## src/rtl/display_share_arbiter.sv

```systemverilog
// Round-robin sharer of one 8-digit seven-segment driver with a minimum dwell per grant.
// Optional blink of the granted client's digits when DISPLAY_SHARE_BLINK_EN is defined.
module display_share_arbiter #(
  parameter int unsigned NREQ       = 4,
  parameter int unsigned DWELL_CYC  = 50_000_000,
  parameter logic [4:0]  BLANK_CODE = 5'h1F,
  parameter int unsigned BLINK_CYC  = 25_000_000
) (
  input  logic              clk,
  input  logic              rst,
  input  logic [NREQ-1:0]   req,
  input  logic [NREQ*40-1:0] req_num,
`ifdef DISPLAY_SHARE_BLINK_EN
  input  logic [NREQ-1:0]   blink,
`endif
  output logic [NREQ-1:0]   grant,
  output logic              busy,
  output logic [39:0]       num
);

  localparam int unsigned PW = $clog2(NREQ);
  localparam int unsigned DW = (DWELL_CYC > 1) ? $clog2(DWELL_CYC) : 1;
  localparam logic [DW-1:0] DWELL_MAX = DW'(DWELL_CYC - 1);
  localparam logic [39:0] BLANK = {8{BLANK_CODE}};
  localparam logic [0:0] ST_IDLE = 1'b0;
  localparam logic [0:0] ST_SHOW = 1'b1;

  if (NREQ < 2 || NREQ > 8) begin : g_bad_nreq
    $error("NREQ must be in 2..8");
  end
  if (DWELL_CYC == 0 || BLINK_CYC == 0) begin : g_bad_cyc
    $error("DWELL_CYC and BLINK_CYC must be nonzero");
  end

  logic [NREQ-1:0] grant_q, grant_d;
  logic [DW-1:0]   dwell_q, dwell_d;
  logic [PW-1:0]   ptr_q, ptr_d;
  logic [39:0]     num_q, num_d;
  logic            busy_q;
  logic [0:0]      state;

  logic [NREQ-1:0] pick_oh;
  logic [PW-1:0]   pick_idx;
  logic            pick_found;
  logic            others;
  logic [39:0]     slice;
  logic            blank_now;

  assign state  = (|grant_q) ? ST_SHOW : ST_IDLE;
  assign others = |(req & ~grant_q);

  // First requester at or above ptr; while showing, ptr is always g+1 so g is searched last.
  always_comb begin
    int unsigned idx;
    idx        = 0;
    pick_oh    = '0;
    pick_idx   = '0;
    pick_found = 1'b0;
    for (int k = 0; k < NREQ; k++) begin
      idx = int'(ptr_q) + k;
      if (idx >= NREQ) idx = idx - NREQ;
      if (!pick_found && req[idx]) begin
        pick_found   = 1'b1;
        pick_oh[idx] = 1'b1;
        pick_idx     = PW'(idx);
      end
    end
  end

  always_comb begin
    grant_d = grant_q;
    dwell_d = dwell_q;
    ptr_d   = ptr_q;
    case (state)
      ST_IDLE: begin
        if (pick_found) begin
          grant_d = pick_oh;
          dwell_d = '0;
          ptr_d   = (pick_idx == PW'(NREQ - 1)) ? '0 : pick_idx + 1'b1;
        end
      end
      default: begin
        if (dwell_q != DWELL_MAX) dwell_d = dwell_q + 1'b1;
        if (!(|(req & grant_q)) || (dwell_q == DWELL_MAX && others)) begin
          if (others) begin
            grant_d = pick_oh;
            dwell_d = '0;
            ptr_d   = (pick_idx == PW'(NREQ - 1)) ? '0 : pick_idx + 1'b1;
          end else begin
            grant_d = '0;
            dwell_d = '0;
          end
        end
      end
    endcase
  end

  always_comb begin
    slice = '0;
    for (int i = 0; i < NREQ; i++) begin
      if (grant_q[i]) slice = slice | req_num[40*i +: 40];
    end
  end

`ifdef DISPLAY_SHARE_BLINK_EN
  localparam int unsigned BW = (BLINK_CYC > 1) ? $clog2(BLINK_CYC) : 1;
  logic [BW-1:0] bcnt_q;
  logic          phase_q;

  // Phase 0 shows the slice; restarts whenever the grant changes.
  always_ff @(posedge clk) begin
    if (rst || grant_d != grant_q) begin
      bcnt_q  <= '0;
      phase_q <= 1'b0;
    end else if (bcnt_q == BW'(BLINK_CYC - 1)) begin
      bcnt_q  <= '0;
      phase_q <= ~phase_q;
    end else begin
      bcnt_q  <= bcnt_q + 1'b1;
    end
  end

  assign blank_now = (|(blink & grant_q)) & phase_q;
`else
  assign blank_now = 1'b0;
`endif

  assign num_d = (state == ST_IDLE || blank_now) ? BLANK : slice;

  always_ff @(posedge clk) begin
    if (rst) begin
      grant_q <= '0;
      dwell_q <= '0;
      ptr_q   <= '0;
      busy_q  <= 1'b0;
      num_q   <= BLANK;
    end else begin
      grant_q <= grant_d;
      dwell_q <= dwell_d;
      ptr_q   <= ptr_d;
      busy_q  <= |grant_d;
      num_q   <= num_d;
    end
  end

  assign grant = grant_q;
  assign busy  = busy_q;
  assign num   = num_q;

endmodule

```

## config.mk

```make
export PLATFORM = sky130hd
export DESIGN_NAME = display_share_arbiter
export DESIGN_NICKNAME = d
export VERILOG_FILES = /design/src/rtl/display_share_arbiter.sv
export SDC_FILE = /design/constraint.sdc
export NUM_CORES = 1
export LEC_CHECK = 0
export ABC_AREA = 1
export CAP_MARGIN = 20
export CORE_MARGIN = 2
export CORE_UTILIZATION = 44
export DETAILED_ROUTE_END_ITERATION = 10
export PLACE_DENSITY_LB_ADDON = 0.2
export SLEW_MARGIN = 25
export SYNTH_ARGS = -nofsm -noshare
export SYNTH_HDL_FRONTEND = slang
export SYNTH_SLANG_ARGS = --single-unit
```

## constraint.sdc

```tcl
create_clock -name clk -period 4 [get_ports clk]
set_input_delay 0.8 -clock clk [delete_from_list [all_inputs] [get_ports clk]]
set_output_delay 0.8 -clock clk [all_outputs]
set_load 0.03 [all_outputs]
```

-- Yosys cells after proc, flatten, opt, wreduce, memory -nomap -nowiden
Index checks and enable logic that the tools add are counted.
- flip-flop bits (word level): 73
- latch bits: 0
- RAM bits: 0
- bits in read-only memories: 0
- input bits: 166
- output and inout bits: 45
- word-level logic and storage cells: 113
- memories kept: 0
- add/subtract/negate cells: 9
- multipliers: 0
- div/mod/pow operators: 0
- $lt $le $gt $ge: 12
- equal/unequal tests: 6
- shift-type cells: 0
- multiplexer cells: 50
- bitwise logic cells: 10
- reduce and logical (&&, ||, !) cells: 21
- operators with widths (kind ; count):
    40-bit 2-to-1 mux ; 4
    32-bit by 1-bit >= comparator with 1-bit output (second input constant) ; 4
    32-bit by 3-bit less-than comparator with 1-bit output (second input constant) ; 4
    32-bit 2-to-1 mux ; 4
    40-bit bitwise OR ; 3
    26-bit 2-to-1 mux ; 4
    4-bit 2-to-1 mux ; 8
    26-bit by 1-bit adder with 26-bit output (second input constant) ; 1
    26-bit == test (second input constant) ; 1
    26-bit != test (second input constant) ; 1
    2-bit 2-to-1 mux ; 9
    4-bit OR reduction ; 4
    1-bit 2-to-1 mux ; 13
    4-bit bitwise OR ; 3
    3-bit by 3-bit subtractor with 4-bit output (second input constant) ; 3
    3-bit >= comparator (second input constant) ; 3
    4-bit bitwise AND ; 2
    1-bit binary-select mux with 2-bit select ; 4
    1-bit demux with 2-bit select ; 4
    1-bit logical AND ; 8
    2-bit by 2-bit adder with 3-bit output (second input constant) ; 2
    1-bit logical NOT ; 4
    2-bit by 1-bit != test with 1-bit output (second input constant) ; 2
    4-bit NOT ; 1
    other kinds (12) ; 12

-- Logic depth before layout (Yosys ltp)
- depth in word-level cells: 19
- gate-level depth with buffers: 14
- depth with buffers taken out: 14

-- Worst setup path after synthesis
Ideal clock, no wire load.
- kind: flip-flop to flip-flop
- start point: register (tool-made name)
- end point: register dwell_q[6]
- library setup time: 117 ps
- data arrival time: 1963 ps
- required time: 3883 ps
- path slack: 1920 ps
- stages on the path, launching flop included: 14
- buffers on the path: 1
- period minus slack after synthesis: 2080 ps
- cells stage by stage: dfxtp_1 -> inv_2 -> ha_1 -> inv_1 -> nand3_1 -> nand2_2 -> nand2_4 -> nor2_4 -> nand3_4 -> nand2_8 -> inv_4 -> buf_6 -> a21oi_1 -> nor2_1
- RTL lines (element ; line ; RTL):
    end signal, assigned ; 139 ; dwell_q <= dwell_d;
    end, declared ; 36 ; logic [DW-1:0] dwell_q, dwell_d;

-- Final worst setup path
- start point: register grant_q[1], in the netlist grant[1]
- end point: output port grant[1]
- RTL lines (element ; line ; RTL):
    start, declared ; 35 ; logic [NREQ-1:0] grant_q, grant_d;
    start signal, assigned ; 138 ; grant_q <= grant_d;
    end, declared ; 16 ; output logic [NREQ-1:0] grant,
No word-level cell between the ends.

==> impl_summary.md <==
Run status
The run finished with clean final reports.

Global route
Across every metal layer, demand over resource in global routing totals 28.9%. The first global-routing pass estimated 23.4 mm of wire. Entering global routing, the biggest net connects 46 pins. For this run the aggregate overflow at the end of global routing stands at 0. The via count of the first global-routing pass came to 4578. The initial antenna violation count is 0.

Clock tree
The tree built by TritonCTS fans out to 73 sinks. The clock tree synthesis step divided the H-tree into 3 levels. The number of gates given a new drive strength after cts is 0. The clock passes through at most 2 buffers. In this run, post-CTS hold repair placed 0 buffers. TritonCTS built the clock tree. The buffers inserted during post-CTS setup optimization is 0. The clock tree root driver cell is clkbuf_8. The later-pin clock latency in the skew report is 350 ps. Clock-pin slew was measured on the worst setup and hold paths at 80 ps. The number of clock buffers added by TritonCTS is 9.

Routing
The post-detailed-route DRC marker count is 0. The overall via count from detail_route is 4937. The routed wirelength normalized by instance count is 17.6 um. Wires add up to 16.1 mm. The number of routed nets with antenna violations is 0. The first TritonRoute pass finished after 5 iterations. The number of DRC markers in iteration 0 is 267. In the routed layout, each cell is associated on average with a via count of 5.37.

Cells and area
For this run, the post-layout net count is 954. In the final layout, the share of cells above drive strength 1 is 7.63%. The synthesis-to-finish area growth is 54.7%.

Once layout is done, the placed cells without fillers occupy 0.00664 sq mm.

Place
The total of buffers placed on input and output ports is 210. The placement-stage cell area is 0.00644 sq mm. The detailed-placement wirelength estimate is 12.4 mm.

The last weighted congestion value of the routability-driven placer is 0.944. The worst slack at placement is 1170 ps.

Yosys
The number of storage elements in the synthesis netlist is 73. The area share of the largest cell type after synthesis is 34.0%. The commonest cells after synthesis are 156 x nand2_1, 73 x dfxtp_1, 58 x nor2_1.

In the synthesized netlist, the number of instances is 589. Of all flip-flops after synthesis, the portion carrying an async set or reset was 0%. The number of distinct standard cells referenced by the synthesized netlist is 43.

The number of warnings issued by yosys is 0. By instance count, the leading cell after synthesis is nand2_1. By area the synthesized netlist is led by dfxtp_1 34%, nand2_1 14%, a221oi_1 8.2%. Of the synthesized area, sequential elements account for 34.0%. The most instantiated flip-flop cell in the synthesis netlist is dfxtp_1. The synthesized area per cell is 7.29 sq um.

The post-synthesis instance area is 0.00429 sq mm. The cell taking the most area after synthesis is dfxtp_1. The number of enable-type register cells in the synthesized netlist is 0. The number of nets in the synthesized netlist is 762.

Floorplan
From left edge to right edge, the die measures 103 um. The number of top-level design ports is 211. The vertical die dimension is 103 um.

The die area is 0.0106 sq mm. The count of standard-cell rows is 36. The effective utilization at floorplan is 44.5%. The core region is 0.00964 sq mm.

Timing
The final setup slack of the worst path is 1060 ps. The worst slew margin relative to its limit is 36.1%. Setup violations remaining at the end of the flow were counted as 0. The setup skew after layout is 13.8 ps. Based on the critical path, the design can be clocked at up to 340 MHz. Setup repair after global routing left no endpoint under its margin. The final critical path takes up 73.5% of the cycle. The number of pins with negative max-slew slack in the final report is 0. For the final routed database, the setup TNS stands at 0 ps. The hold violation count in the final report is 0. The post-route minimum period is 2940 ps.

The slew at the pin with the worst max-slew slack is 958 ps.

Worst setup path
The depth of the most critical reg-to-reg path is 10. The kind of cell with the highest combined delay along the critical path is flip-flops. Along the worst path, the maximum fanout reaches 45.

The kind of critical path is reg -> out. The reg-to-reg critical path startpoint is grant[0]. The library cell contributing the largest single delay on the critical path is dfxtp_2.

The data required time of the critical path is 3200 ps. Counting both buffers and inverters, the worst setup path holds a total of 1. The category of the worst setup path launch point is a flip-flop. The reg-to-reg critical path endpoint is busy.

The setup check on the worst reg-to-reg path leaves a slack of 1390 ps. STA classifies the critical path endpoint as an output port. The critical path arrival is 2140 ps. The largest stage delay on the critical path is 960 ps. The signal on the critical path passes through clkdlybuf4s50_1.

Power
For this design the static power due to leakage is 2.43 nW. Across the VDD grid, the largest voltage drop is 0.000351 V. Dividing total power by cell area gives a power density of 579 mW/mm^2. Summing internal, switching and leakage power gives 3.84 mW.

Hold path
The endpoint of the worst hold-timing path is dwell_q[23]. The worst min-delay path class is reg -> reg. Counting instances, the worst hold path has a depth of 2.

The startpoint identified for the worst hold timing path is dwell_q[23].

Flow run
Max-cap violations in this run came to 0.
## tightest hold or removal path, stage by stage, from the launching register on
cell and delay, ps:
dfxtp_1 340, nand2_1 70, a21oi_1 60
## flip-flops by register name (all words and copies together) (netlist names), named ones only
signal / cells
dwell_q: 26
ptr_q: 1
grant: 4
busy: 1
num: 40
## worst max-delay path by stage
stage               from          to  depth (start not counted)
2_1_floorplan  flip-flop  dwell_q[6]                         13
3_3_place_gp      req[1]        busy                         12
3_5_place_dp      req[1]        busy                         12
4_1_cts         grant[1]    grant[1]                          1
5_1_grt         grant[1]    grant[1]                          1
6_report        grant[1]    grant[1]                          1
## cell type report
type / count / area (sq um)
antenna: 1 / 2.50
clock buffer: 10 / 138
clock inverter: 6 / 66.3
fill: 860 / 3000
inverter: 38 / 145
multi-input combinational: 445 / 2530
sequential: 73 / 1470
tap: 133 / 166
timing repair buffer: 214 / 2130
## per-stage QoR
stage | util [%] | std cells | hold WS (ps)
floorplan | - | 589 | 461
global placement | 66.8 | 903 | 479
detailed placement | 66.8 | 903 | 494
CTS | 68.9 | 919 | 507
global route | 68.9 | 919 | 533
finish | 68.9 | 920 | 502
## layer usage
metal | wire length, um | up-vias | global-route usage [%]
li1 | - | 2433 | -
met2 | 7790 | 188 | 49.3
met4 | 411 | 0 | 9.82
met3 | 1490 | 33 | 9.15
met5 | 0 | - | 0
met1 | 6460 | 2283 | 34.4
## cell families after synthesis
| logic type | share of synthesized area, % |
|---|---|
| AO/OA/AOI/OAI | 23.4 |
| XOR/XNOR | 2.24 |
| adder cells (fa/ha/maj) | 2.04 |
| buffers and inverters | 7.17 |
| flip-flops | 34.0 |
| AND/OR/NAND/NOR | 31.1 |
## placed cells by master, fill, tap and decap left out, types with 7 or more instances in the layout
| master | count |
|---|---|
| clkdlybuf4s50_1 | 210 |
| nand2_1 | 156 |
| dfxtp_1 | 70 |
| nor2_1 | 57 |
| a22o_1 | 40 |
| a221oi_1 | 40 |
| inv_1 | 30 |
| a21oi_1 | 29 |
| nand3_1 | 27 |
| nand4_1 | 13 |
| nor3_1 | 11 |
| o21ai_0 | 10 |
| clkbuf_8 | 10 |
| nand2_2 | 9 |
| xor2_1 | 9 |
| inv_2 | 7 |
| ha_1 | 7 |
## report_power, final
part	leakage (nW)	total, mW	internal [mW]	switching [mW]
Sequential	0.599	1.14	0.884	0.253
Combinational	1.74	2.10	0.906	1.20
Clock	0.0949	0.606	0.306	0.300
Total	2.43	3.84	2.10	1.75
No activity file was read; power rests on OpenSTA's default activity.
